--- src/rtl/cpu_pkg.sv ---
// Shared memory-stage definitions: FSM state type, IO address map and RAM geometry.
package cpu_pkg;

  typedef enum logic [1:0] {
    IDLE = 2'd0,
    WAIT = 2'd1,
    DONE = 2'd2
  } mem_state_t;

  localparam logic [31:0] IO_BASE_MASK = 32'hFFFF_FC00;
  localparam logic [31:0] LED_ADDR     = 32'hFFFF_FC60;
  localparam logic [31:0] SWITCH_ADDR  = 32'hFFFF_FC70;
  localparam int          RAM_ADDR_W   = 14;

  // IO space is the top 1 KB of the address map.
  function automatic logic is_io(input logic [31:0] addr);
    return (addr & IO_BASE_MASK) == IO_BASE_MASK;
  endfunction

endpackage

--- src/rtl/mem_stage32_io.sv ---
// Board IO for the memory stage: LED register, two-flop switch synchroniser
// and the IO read mux. Decodes word addresses, so the byte offset never reaches it.
module mem_stage32_io
  import cpu_pkg::*;
(
  input  logic        clock,
  input  logic        rst_n,
  input  logic [31:2] word_addr,
  input  logic        wr_en,
  input  logic        rd_en,
  input  logic [23:0] wdata,
  input  logic [23:0] switch_in,
  output logic [23:0] led_out,
  output logic [31:0] rdata
);

  logic [23:0] sw_meta;
  logic [23:0] sw_sync;
  logic        led_hit;
  logic        sw_hit;

  assign led_hit = (word_addr == LED_ADDR[31:2]);
  assign sw_hit  = (word_addr == SWITCH_ADDR[31:2]);

  always_ff @(posedge clock or negedge rst_n) begin
    if (!rst_n) begin
      sw_meta <= '0;
      sw_sync <= '0;
    end else begin
      sw_meta <= switch_in;
      sw_sync <= sw_meta;
    end
  end

  always_ff @(posedge clock or negedge rst_n) begin
    if (!rst_n) begin
      led_out <= '0;
    end else if (wr_en && led_hit) begin
      led_out <= wdata;
    end
  end

  // Unmapped IO reads fall through to zero.
  always_comb begin
    rdata = '0;
    if (rd_en && sw_hit) begin
      rdata = {8'h00, sw_sync};
    end
  end

endmodule

--- src/rtl/mem_stage32.sv ---
// MIPS-style memory stage: stalls the pipeline around a handshaked data RAM and
// serves board IO with no stall. Define MISALIGN_TRAP_EN to add the Addr_Err trap.
module mem_stage32
  import cpu_pkg::*;
(
  input  logic                  clock,
  input  logic                  rst_n,
  input  logic [31:0]           ALU_Result,
  input  logic                  MemRead,
  input  logic                  MemWrite,
  input  logic [31:0]           Write_data,
  output logic [31:0]           Read_data,
  output logic                  Stall,
  output logic                  ram_req,
  output logic                  ram_we,
  output logic [RAM_ADDR_W-1:0] ram_addr,
  output logic [31:0]           ram_wdata,
  input  logic [31:0]           ram_rdata,
  input  logic                  ram_ack,
  input  logic [23:0]           switch_in,
  output logic [23:0]           led_out
`ifdef MISALIGN_TRAP_EN
  ,
  output logic                  Addr_Err
`endif
);

  mem_state_t  state;
  mem_state_t  state_next;
  logic        access;
  logic        misaligned;
  logic        io_sel;
  logic        io_wr;
  logic        io_rd;
  logic        capture;
  logic [31:0] io_rdata;
  logic [31:0] rdata_q;

  assign access = MemRead | MemWrite;

`ifdef MISALIGN_TRAP_EN
  assign misaligned = access && (ALU_Result[1:0] != 2'b00);
  assign Addr_Err   = rst_n && (state == IDLE) && misaligned;
`else
  logic unused_byte_offset;
  assign misaligned         = 1'b0;
  assign unused_byte_offset = ^ALU_Result[1:0];
`endif

  // A write wins when both MemRead and MemWrite are raised.
  assign io_sel = (state == IDLE) && access && !misaligned && is_io(ALU_Result);
  assign io_wr  = io_sel && MemWrite;
  assign io_rd  = io_sel && !MemWrite;

  mem_stage32_io u_io (
    .clock     (clock),
    .rst_n     (rst_n),
    .word_addr (ALU_Result[31:2]),
    .wr_en     (io_wr),
    .rd_en     (io_rd),
    .wdata     (Write_data[23:0]),
    .switch_in (switch_in),
    .led_out   (led_out),
    .rdata     (io_rdata)
  );

  always_ff @(posedge clock or negedge rst_n) begin
    if (!rst_n) begin
      state <= IDLE;
    end else begin
      state <= state_next;
    end
  end

  // Stall in IDLE is gated by rst_n so a pending access cannot stall during reset.
  always_comb begin
    state_next = state;
    Stall      = 1'b0;
    ram_req    = 1'b0;
    capture    = 1'b0;
    Read_data  = '0;
    unique case (state)
      IDLE: begin
        Read_data = io_rdata;
        if (access && !misaligned && !is_io(ALU_Result)) begin
          capture    = 1'b1;
          Stall      = rst_n;
          state_next = WAIT;
        end
      end
      WAIT: begin
        ram_req = 1'b1;
        Stall   = 1'b1;
        if (ram_ack) begin
          state_next = DONE;
        end
      end
      DONE: begin
        Read_data  = rdata_q;
        state_next = IDLE;
      end
      default: state_next = IDLE;
    endcase
  end

  // Request fields are frozen from capture until the next access, keeping them stable in WAIT.
  always_ff @(posedge clock or negedge rst_n) begin
    if (!rst_n) begin
      ram_addr  <= '0;
      ram_wdata <= '0;
      ram_we    <= 1'b0;
      rdata_q   <= '0;
    end else begin
      if (capture) begin
        ram_addr  <= ALU_Result[RAM_ADDR_W+1:2];
        ram_wdata <= Write_data;
        ram_we    <= MemWrite;
      end
      if ((state == WAIT) && ram_ack) begin
        rdata_q <= ram_we ? 32'h0 : ram_rdata;
      end
    end
  end

endmodule
--- config.mk ---
export PLATFORM = sky130hd
export DESIGN_NAME = mem_stage32
export DESIGN_NICKNAME = d
export VERILOG_FILES = /design/src/rtl/cpu_pkg.sv /design/src/rtl/mem_stage32_io.sv /design/src/rtl/mem_stage32.sv
export SDC_FILE = /design/constraint.sdc
export NUM_CORES = 1
export LEC_CHECK = 0
export ABC_CLOCK_PERIOD_IN_PS = 7200
export CELL_PAD_IN_SITES_DETAIL_PLACEMENT = 1
export CELL_PAD_IN_SITES_GLOBAL_PLACEMENT = 1
export CORE_MARGIN = 2
export CORE_UTILIZATION = 36
export CTS_BUF_LIST = sky130_fd_sc_hd__clkbuf_16
export DETAILED_ROUTE_END_ITERATION = 12
export PLACE_DENSITY = 0.8
export SYNTH_ARGS = -nofsm -noshare
export SYNTH_HDL_FRONTEND = slang
export SYNTH_SLANG_ARGS = --single-unit
--- constraint.sdc ---
create_clock -name clock -period 7.2 [get_ports clock]
set_clock_uncertainty 0.2 [all_clocks]
set_input_delay 1.44 -clock clock [delete_from_list [all_inputs] [get_ports clock]]
set_output_delay 1.44 -clock clock [all_outputs]
set_load 0.05 [all_outputs]
Word level (Yosys, flattened, before mapping)
Index checks and enable logic that the tools add are counted.
Widths: inputs -> output; s select.
{ "op_classes": {"order_cmp": 0, "n_bitwise": 1, "multipliers": 0, "n_reduce_logical": 12, "muxes": 11, "eq_ne": 7, "n_shift": 0, "n_addsub": 0, "div_mod_pow": 0} }
{ "op_table": {"columns": ["op", "count"], "rows": [
  ["$pmux 32 s2", 1],
  ["$eq 30x30->1 const B", 2],
  ["$mux 32", 1],
  ["$mux 24", 1],
  ["$eq 22x22->1 const B", 1],
  ["$logic_and 1x1->1", 8],
  ["$mux 1", 4],
  ["$mux 2", 2],
  ["$pmux 2 s2", 1],
  ["$eq 2x1->1 const B", 1],
  ["$eq 2x2->1 const B", 1],
  ["$logic_not 1->1", 2],
  ["$logic_not 2->1", 1],
  ["$ne 2x1->1 const B", 1],
  ["$ne 2x2->1 const B", 1],
  ["$pmux 1 s2", 1],
  ["$reduce_and 2->1", 1],
  ["$or 1x1->1", 1]
]} }
{ "totals": {"in_bits": 125, "mem_bits_ro": 0, "ramBits": 0, "mem_count": 0, "latch_bits": 0, "output_inout_bits": 105, "register_bits": 153} }

Depth between registers and ports, before layout
Gate-level depths: netlist of run 1.
{ "depth": {"ltp_word": 7, "mapped_depth": 6, "depth_no_buf": 4} }

Modules after synthesis
Synthesis of run 1 repeated with hierarchy kept, for this count alone.
{ "hier_totals": {"hier_cells": 480, "area_unflattened_um2": 6283.5} }
{ "by_module_without_submodules": {"columns": ["mod", "n_inst", "cells_per_inst", "seq_area_each_um2", "area_per_inst_um2"], "rows": [
  ["mem_stage32", 1, 333, 2026.9, 3743.6],
  ["mem_stage32_io", 1, 147, 1801.7, 2539.9]
]} }

Worst setup path after synthesis of run 1
Ideal clock, no wire load.
{ "synth_timing": {"kind": "input -> output", "start": "input port ALU_Result[26]", "end": "output port Read_data[0]", "stages": 5, "arrival_time_ns": 3.286, "required_time_ns": 5.560, "path_slack_ns": 2.274, "cell_sequence": "nand4_1 > or4_4 > nor4_2 > clkbuf_1 > a22o_1"} }
{ "synth_between": {"elab_chain_cells": 6, "elab_cells_between_ends": 7, "classes_between": "eq/ne: 2; mux: 2; reduce/logical: 3"} }
{ "synth_rtl": {"columns": ["item", "line", "rtl"], "rows": [
  ["from (decl)", "mem_stage32.sv:8", "input logic [31:0] ALU_Result,"],
  ["$eq 22x22->1", "cpu_pkg.sv:17", "return (addr & IO_BASE_MASK) == IO_BASE_MASK;"],
  ["$logic_and 1x1->1", "mem_stage32.sv:51", "assign io_sel = (state == IDLE) && access && !misaligned && is_io(ALU_Result);"],
  ["$logic_and 1x1->1", "mem_stage32.sv:53", "assign io_rd = io_sel && !MemWrite;"],
  ["$logic_and 1x1->1 *", "mem_stage32_io.sv:46", "if (rd_en && sw_hit) begin"],
  ["$mux 24 *", "mem_stage32_io.sv:46", null],
  ["$pmux 32 s2 *", "mem_stage32.sv:82", "unique case (state)"],
  ["to (decl)", "mem_stage32.sv:12", "output logic [31:0] Read_data,"]
]} }
Mark *: on every way between the ends. The rest lies on a longest branch, timed or not.

Worst setup path in the final report of run 1
{ "layout_timing": {"start": "input port ALU_Result[2]", "end": "output port Read_data[18]"} }
{ "layout_between": {"elab_chain_cells": 4} }
{ "layout_rtl": {"columns": ["item", "line", "rtl"], "rows": [
  ["$eq 30x30->1", "mem_stage32_io.sv:23", "assign sw_hit = (word_addr == SWITCH_ADDR[31:2]);"],
  ["$logic_and 1x1->1", "mem_stage32_io.sv:46", null],
  ["$mux 24", "mem_stage32_io.sv:46", null],
  ["$pmux 32 s2", "mem_stage32.sv:82", null]
]} }
No other way between the ends.

==> results of run 1 <==
==> worst max-delay path by stage <==
stage,from,end,slack (ns),cells after the start
after global placement,ALU_Result[26],Read_data[22],1.34,7
after CTS,ALU_Result[2],Read_data[17],1.28,7
after global routing,ALU_Result[5],Read_data[22],1.14,7
final,ALU_Result[2],Read_data[18],1.29,7
after detailed placement,ALU_Result[2],Read_data[16],1.29,7
after floorplan,ALU_Result[26],Read_data[0],2.27,5
==> power groups by stage <==
stage | clock (mW) | sequential, mW | combinational, mW
after floorplan | 0 | 1.70 | 0.484
after global placement | 0 | 1.25 | 1.44
after detailed placement | 0 | 1.28 | 1.48
after CTS | 0.915 | 1.28 | 1.50
after global routing | 0.948 | 1.30 | 1.56
final | 0.889 | 1.27 | 1.48
==> critical path, stage by stage <==
cell and delay, ns:
sky130_fd_sc_hd__clkdlybuf4s50_1 0.45, sky130_fd_sc_hd__nor3b_1 0.51, sky130_fd_sc_hd__o2111ai_1 0.30, sky130_fd_sc_hd__nor4_4 0.19
sky130_fd_sc_hd__buf_4 0.34, sky130_fd_sc_hd__a22o_1 0.19, sky130_fd_sc_hd__clkdlybuf4s50_1 0.84
==> layout by cell type, fill, tap and decap left out, types with 3 or more instances in the layout <==
cell type                         Yosys  routed
sky130_fd_sc_hd__o21ai_0             33      33
sky130_fd_sc_hd__nand4_1              4       4
sky130_fd_sc_hd__and2_1               8       8
sky130_fd_sc_hd__clkinvlp_4           0       5
sky130_fd_sc_hd__clkdlybuf4s50_1      0     226
sky130_fd_sc_hd__mux2_1               4       4
sky130_fd_sc_hd__mux2_4              20      20
sky130_fd_sc_hd__nand2_1             33      32
sky130_fd_sc_hd__nand2b_1            34      34
sky130_fd_sc_hd__a22o_1              24      24
sky130_fd_sc_hd__mux2_2              47      47
sky130_fd_sc_hd__inv_1                3       4
sky130_fd_sc_hd__clkinv_1             0       4
sky130_fd_sc_hd__clkbuf_16            0      17
sky130_fd_sc_hd__dfrtp_1            153     153
sky130_fd_sc_hd__bufinv_16            0       3
sky130_fd_sc_hd__buf_4                0       6
==> state kept, by name (all words and copies together), names as in the netlist <==
register / count
ram_wdata: 32
rdata_q: 32
u_io.led_out: 24
u_io.sw_meta: 24
u_io.sw_sync: 24
ram_addr: 14
state: 2
ram_we: 1
==> logic make-up (layout without fill, tap and decap cells) <==
group | count (synthesis) | after routing | share of synthesized area, %
buf+inv | 26 | 268 | 1.992
compound gates | 61 | 61 | 7.182
simple gates | 89 | 89 | 8.518
flops | 153 | 153 | 67.00
mux | 71 | 71 | 15.31
==> per-stage QoR <==
stage          setup slack, ns  area [µm²]  hold slack, ns
5_1_grt                  1.137        8800          0.1539
6_report                 1.289        8800          0.1457
4_1_cts                  1.283        8800          0.1469
2_1_floorplan            2.274        5714          0.1312
3_5_place_dp             1.295        8214          0.1363
3_3_place_gp             1.336        8214          0.1313
==> layer usage <==
layer / vias to the layer above / GRT usage [%] / part of all wire [%]
met3: 16 / 10.09 / 10
met1: 2093 / 24.24 / 39
met5: - / 0 / 0
li1: 1835 / - / -
met2: 171 / 36.46 / 50
met4: 0 / 6.199 / 1.1
==> cell type report <==
cell class | count | area, µm²
Multi-Input combinational cell | 221 | 1785
Tap cell | 216 | 270.3
Fill cell | 1543 | 6913
Timing Repair Buffer | 233 | 2318
Clock inverter | 15 | 160.2
Clock buffer | 17 | 425.4
Sequential cell | 153 | 3829
Inverter | 3 | 11.26
==> results summary, run 1 <==
The placer's final routability congestion estimate came out at 0.7308. Once detailed placement completed, the half-perimeter wirelength came to between 10000 and 15000 µm. The worst slew margin relative to its limit came out at 27.79%. In the synthesized netlist, the number of instances is 400. The floorplan has 46 rows. In this run, post-CTS repair resized a total of 0 instances. The worst setup path is captured at an output pin. The total wire length after detailed routing is roughly 18000 µm. The detailed-route via count is ~4100. The maximum number of pins on one net before global-route repair is 66. The TritonCTS clock tree is done. The number of antenna violations at the first check in global routing is 0.

For this design the static power due to leakage is 3.787 nW. The net load switching power is 1.432 mW. The critical path is of the input port to output pin type. The wire length per cell after detailed routing came out at just over 20 µm.

The worst-case clock buffer depth is 2. The maximum fanout along the worst path came out at 24. For the pin with the worst max-slew slack, the measured transition is 1.079 ns. The arrival time at the worst endpoint is 4.27 ns. The detailed-route vias per instance came out at 4.796.

Once the floorplan was initialized, standard cells occupied between 30% and 40% of the core. For this run the aggregate overflow at the end of global routing stands at 0. The worst register-to-register path has a setup slack of 4.87 ns. The clock-pin transition on the worst setup and hold timing paths came out at 0.06 ns. The worst min-delay path class is flop to flop. In this run, the clock network consumes 24.4% of the power. In this run the most critical hold path is launched from u_io.sw_meta[4]. Counting tap cells, the placed design contains a total of 826 instances. The final design utilization came out at 56.00%.

The overall track demand over capacity in global routing is between 20% and 30%. The number of nets produced by synthesis came out at around 530. The area of the core region came out at 0.01571 mm². The post-CTS setup repair buffer count came out at 0.

By area the synthesized netlist is led by sky130_fd_sc_hd__dfrtp_1, sky130_fd_sc_hd__mux2_2, sky130_fd_sc_hd__mux2_4, sky130_fd_sc_hd__nand2b_1, sky130_fd_sc_hd__a22o_1. At the worst endpoint, the required time is 5.56 ns. The number of buffers created by CTS is 17. The number of pins exceeding their max-slew limit in the final report came out at 0. In this run, flip-flops and latches consume 34.9% of the power. The count of final hold-check violations was 0. The total of warnings raised by yosys came out at 0. The worst supply voltage drop on vdd came out at approximately 270 µV.

The clock latency reported for the late side of the worst-skew pair is between 0.4 and 0.5 ns. The number of max-capacitance violations reported is 0. The number of distinct library cell variants in the gate-level netlist after synthesis came out at 28. The floorplan die height is 130.0 µm.

The synthesized design spends more area on one cell type than any other, namely sky130_fd_sc_hd__dfrtp_1. The total clock sinks came out at 153. The area growth from synthesis to layout is 54.00%. The final setup violation count came out at 0. In this run, synthesis inferred 0 flip-flops with an integrated enable. The number of standard cells in the layout, taps in and fillers out is 858. Summing the sequential cell areas from Yosys gives 67.00% of the chip area.

Counting instances in the post-synthesis netlist gives the leading cell types as sky130_fd_sc_hd__dfrtp_1, sky130_fd_sc_hd__mux2_2, sky130_fd_sc_hd__nand2b_1. Setup repair after global routing left no endpoint under its margin. For this run, the leading register cell type out of synthesis is sky130_fd_sc_hd__dfrtp_1. Derived from the worst setup path, the maximum achievable clock frequency is 169.2 MHz. The top-level port count is 230. Combinational logic burns 40.7% of the power. The total power of the final layout is about 3.6 mW. The area of the die came out at 0.01690 mm². The portion of the clock cycle consumed by the worst path in the final layout is 82.10%.

The remaining routing DRC violations is 0. The via count of the first global-routing pass came to approximately 4700. The detailed-router iteration count before antenna repair is 4.

Summed over its instances, the top area cell type makes up about two thirds of the synthesized netlist area. The internal portion of total power is 2.207 mW. sky130_fd_sc_hd__dfrtp_1 is the most common cell in the netlist. Counting instances, the worst hold path has a depth of 0.

The remaining number of nets flagged by the antenna check after routing is 0. The final net count came out at 754. Port buffering added about 230 buffers. The worst register-to-register path begins at state[0]. The floorplan step set the die width to 130.0 µm. The endpoint identified for the worst register-to-register timing path is u_io.led_out[1].

The cell sitting at the root of the clock tree is a sky130_fd_sc_hd__clkbuf_16. The power density over the cells came out at just over 400 mW/mm². The synthesized design contains 153 register bits. For this run, asynchronously set or reset flops after synthesis account for 100.0%. The quantity of hold-fixing buffers added after cts came out at 0.

The final total negative setup slack came out at 0 ns. The number of antenna diodes in the final layout is 0. The depth of the worst register-to-register path is 5. The post-synthesis cell area came out at 0.005714 mm². The time the final worst path needs with I/O delays and setup is 5.911 ns. The first-pass GRT wire length came out at 26760 µm.

The sink of the worst hold path is u_io.sw_sync[4]. The fraction of final layout cells with drive strength greater than 1 came out at 16.67%. The mean cell area of the mapped netlist is 14.29 µm². The run finished with clean final reports.

The kind of launch point of the worst setup path is an input port. The net switching share of the total power is 39.35%. CTS built an H-tree with a depth of 4. The number of design-rule violations left by the first detailed-router iteration came out at 126.
No activity file was read; power rests on OpenSTA's default activity.
==> inputs of run 2 (changes only) <==
--- a/config.mk
+++ b/config.mk
@@ -5,14 +5,14 @@
 export SDC_FILE = /design/constraint.sdc
 export NUM_CORES = 1
 export LEC_CHECK = 0
-export ABC_CLOCK_PERIOD_IN_PS = 7200
+export ABC_CLOCK_PERIOD_IN_PS = 5490
 export CELL_PAD_IN_SITES_DETAIL_PLACEMENT = 1
 export CELL_PAD_IN_SITES_GLOBAL_PLACEMENT = 1
 export CORE_MARGIN = 2
-export CORE_UTILIZATION = 36
+export CORE_UTILIZATION = 34
 export CTS_BUF_LIST = sky130_fd_sc_hd__clkbuf_16
 export DETAILED_ROUTE_END_ITERATION = 12
-export PLACE_DENSITY = 0.8
+export PLACE_DENSITY = 0.76
 export SYNTH_ARGS = -nofsm -noshare
 export SYNTH_HDL_FRONTEND = slang
 export SYNTH_SLANG_ARGS = --single-unit
==> constraint.sdc (replaced) <==
create_clock -name clock -period 5.49 [get_ports clock]
set_clock_uncertainty 0.2 [all_clocks]
set_input_delay 1.098 -clock clock [delete_from_list [all_inputs] [get_ports clock]]
set_output_delay 1.098 -clock clock [all_outputs]
set_load 0.05 [all_outputs]
==> run 2 against run 1 <==
Wire length is 5.5% lower. Design area is 2.6% higher. Via count decreased by 1.3%. Flip-flop and latch count is the same. Clock-buffer cell count stayed put. Utilization is 1.3 points lower. Critical path depth did not move. Worst setup slack got worse by 0.47 ns. Die area up 5.7%. Total power rose by 31%. Largest cell class unchanged. Largest power group unchanged.
==> results summary, run 2 (synthesis results as in run 1) <==
Result of the run: finished clean (unchanged). The clock latency reported for the late side of the worst-skew pair is 0.42 ns (about the same). The buffers plus inverters on the worst setup path came out at 3 (unchanged). Cells along the critical path: clkdlybuf4s50_1, nand4_1, or4_4, nor4_4, buf_4, a22o_1, buf_12 (was clkdlybuf4s50_1, nor3b_1, o2111ai_1, nor4_4, buf_4, a22o_1, clkdlybuf4s50_1).

The area of the die is 0.01786 mm² (was 0.01690 mm²). The smallest clock period supported by the final layout is computed as 4.674 ns. Top Registers: ram_wdata (32), rdata_q (32) (unchanged). The synthesis-to-finish area growth is 58.07% (was 54.00%). The number of core rows came to 47 (was 46).

The number of buffers created by CTS came out at 17 (unchanged). The internal portion of total power is 2.898 mW (was 2.207 mW). The kind of end point of the critical path is an output pin (unchanged). The total clock sinks is 153 (unchanged).

The worst supply voltage drop on vdd is 347.9 µV (was 270.8 µV). The worst slew margin relative to its limit came out at 31.09% (was 27.79%). The leakage power is 3.907 nW (was 3.787 nW). The maximum fanout along the worst path came out at 24 (unchanged).

The slew at the pin with the worst max-slew slack came to 1.030 ns (was 1.079 ns). The root buffer selected by CTS was sky130_fd_sc_hd__clkbuf_16 (unchanged). The internal reg-to-reg setup slack is 3.20 ns (was 4.87 ns). The net switching share of the total power is 39.27% (was 39.35%).

The power density over the cells was 528.3 mW/mm² (was 413.6 mW/mm²). The worst min-delay path class is flop to flop (unchanged). The clock-pin transition on the worst setup and hold timing paths came out at 0.06 ns (about the same).

The number of resized instances in the post-cts repair step came out at 0 (unchanged). Most frequent cells in the layout: sky130_fd_sc_hd__clkdlybuf4s50_1, sky130_fd_sc_hd__dfrtp_1, sky130_fd_sc_hd__mux2_2 (unchanged). The remaining routing DRC violations is 0 (unchanged). The via count of the first global-routing pass came out at 4685 (was 4741). The count of final hold-check violations was 0 (unchanged). The final setup violation count was 0 (unchanged). The remaining number of nets flagged by the antenna check after routing came out at 0 (unchanged).

The wire length per cell after detailed routing came out at 19.34 µm (was 20.56 µm). The detailed-route vias per instance is 4.712 (was 4.796). The maximum number of pins on one net before global-route repair came to 79 (was 66). The highest cell delay on the worst timing path came out at 0.58 ns (was 0.84 ns). The number of buffers inserted by port buffering came out at 227 (unchanged). The post-placement cell count is 830 (was 826).

The number of standard cells in the layout, taps in and fillers out came out at 862 (was 858). The cell with the biggest individual delay on the critical path was sky130_fd_sc_hd__or4_4 (was sky130_fd_sc_hd__clkdlybuf4s50_1). The portion of the clock cycle consumed by the worst path in the final layout came out at about 85%. The part of the total power dissipated in the clock network is 24.0% (was 24.4%). The number of max-capacitance violations reported is 0 (unchanged). The final design utilization came to 54.66% (was 56.00%). The top achievable clock speed is 213.9 MHz. The worst-case clock buffer depth came out at 2 (unchanged).

The required time of the critical path is 4.19 ns (was 5.56 ns). The overall track demand over capacity in global routing is 19.56% (was 21.45%). The detailed-route via count is 4062 (was 4115). The placer's final routability congestion estimate is 0.7121 (was 0.7308). The total wire length after detailed routing came out at 16670 µm (was 17640 µm). The worst setup path category was input port to output pin (unchanged). The share of total power in sequential cells came out at 34.0% (was 34.9%).

The cell family contributing the most delay on the critical path is buffers and inverters (unchanged). The number of antenna violations at the first check in global routing is 0 (unchanged). The fraction of final layout cells with drive strength greater than 1 came out at 20.87% (was 16.67%).

The net load switching power is 1.874 mW (was 1.432 mW). The detailed-router iteration count before antenna repair came out at 4 (unchanged). The top-level port count is 230 (unchanged). The total power of the final layout came to 4.772 mW (was 3.640 mW).

The starting utilization of the core area was 34.58% (was 36.37%). The floorplan die height came out at 133.6 µm (was 130.0 µm). The TritonCTS clock tree is done (unchanged).

The number of levels in the clock H-tree came out at 4 (unchanged). The post-CTS setup repair buffer count is 0 (unchanged). The antenna diode count came out at 0 (unchanged).

The quantity of hold-fixing buffers added after cts was 0 (unchanged). The combinational share of power is 42.0% (was 40.7%). The leading cell type in the layout, fill and taps excluded is sky130_fd_sc_hd__clkdlybuf4s50_1 (unchanged). The number of pins exceeding their max-slew limit in the final report came to 0 (unchanged). The arrival time at the worst endpoint is 3.38 ns (was 4.27 ns).

The first-pass GRT wire length was 26480 µm (was 26760 µm). The remaining global-route overflow was 0 (unchanged). The die span in x came out at 133.6 µm (was 130.0 µm). The area of the core region came to 0.01652 mm² (was 0.01571 mm²). The final net count is 754 (unchanged).

The kind of launch point of the worst setup path is an input port (unchanged). The number of design-rule violations left by the first detailed-router iteration came out at 93 (was 126). The HPWL reported at the end of detailed placement is 11880 µm (was 11810 µm). The final total negative setup slack came out at 0 ns (unchanged). Setup repair after global routing missed its margin: false (unchanged).
run 2: final cells by class:
cell class                 instances  area (µm²)
clock buffer                      17       425.4
clock inverter                    15       150.1
fill                            1648        7492
inverter                           3       11.26
multi-input combinational        221        1785
sequential                       153        3829
tap                              220       275.3
timing repair buffer             233        2556
run 2: power groups by stage:
stage	sequential [mW]	combinational (mW)	clock [mW]
finish	1.62	2.00	1.14
global placement	1.61	1.97	0
global route	1.66	2.12	1.22
detailed placement	1.64	2.02	0
CTS	1.63	2.03	1.18
floorplan	2.23	0.635	0
run 2: routing by layer:
| metal | vias to the layer above | GRT usage [%] | part of all wire, % |
|---|---|---|---|
| li1 | 1839 | - | - |
| met1 | 2031 | 23.34 | 40 |
| met2 | 179 | 31.73 | 49 |
| met3 | 13 | 9.209 | 11 |
| met4 | 0 | 5.674 | 1.1 |
| met5 | - | 0 | 0 |
run 2: path summary, 6_finish.rpt:
path                       depth (start not counted)        startpoint                to
max                                                7    ALU_Result[27]      Read_data[9]
min                                                0  u_io.sw_meta[22]  u_io.sw_sync[22]
max reg2reg                                        5          state[0]   u_io.led_out[0]
min reg2reg                                        0  u_io.sw_meta[22]  u_io.sw_sync[22]
max in group asynchronous                          2             rst_n     ram_wdata[14]
min in group asynchronous                          1             rst_n        rdata_q[4]
run 2: metrics by stage:
step           hold WS [ns]  setup slack [ns]  area [µm²]
2_1_floorplan        0.1312             1.248        5714
3_3_place_gp         0.1317            0.7898        8457
3_5_place_dp         0.1356            0.7885        8457
4_1_cts              0.1507            0.7637        9032
5_1_grt              0.1543            0.7103        9032
6_report             0.1484            0.8156        9032
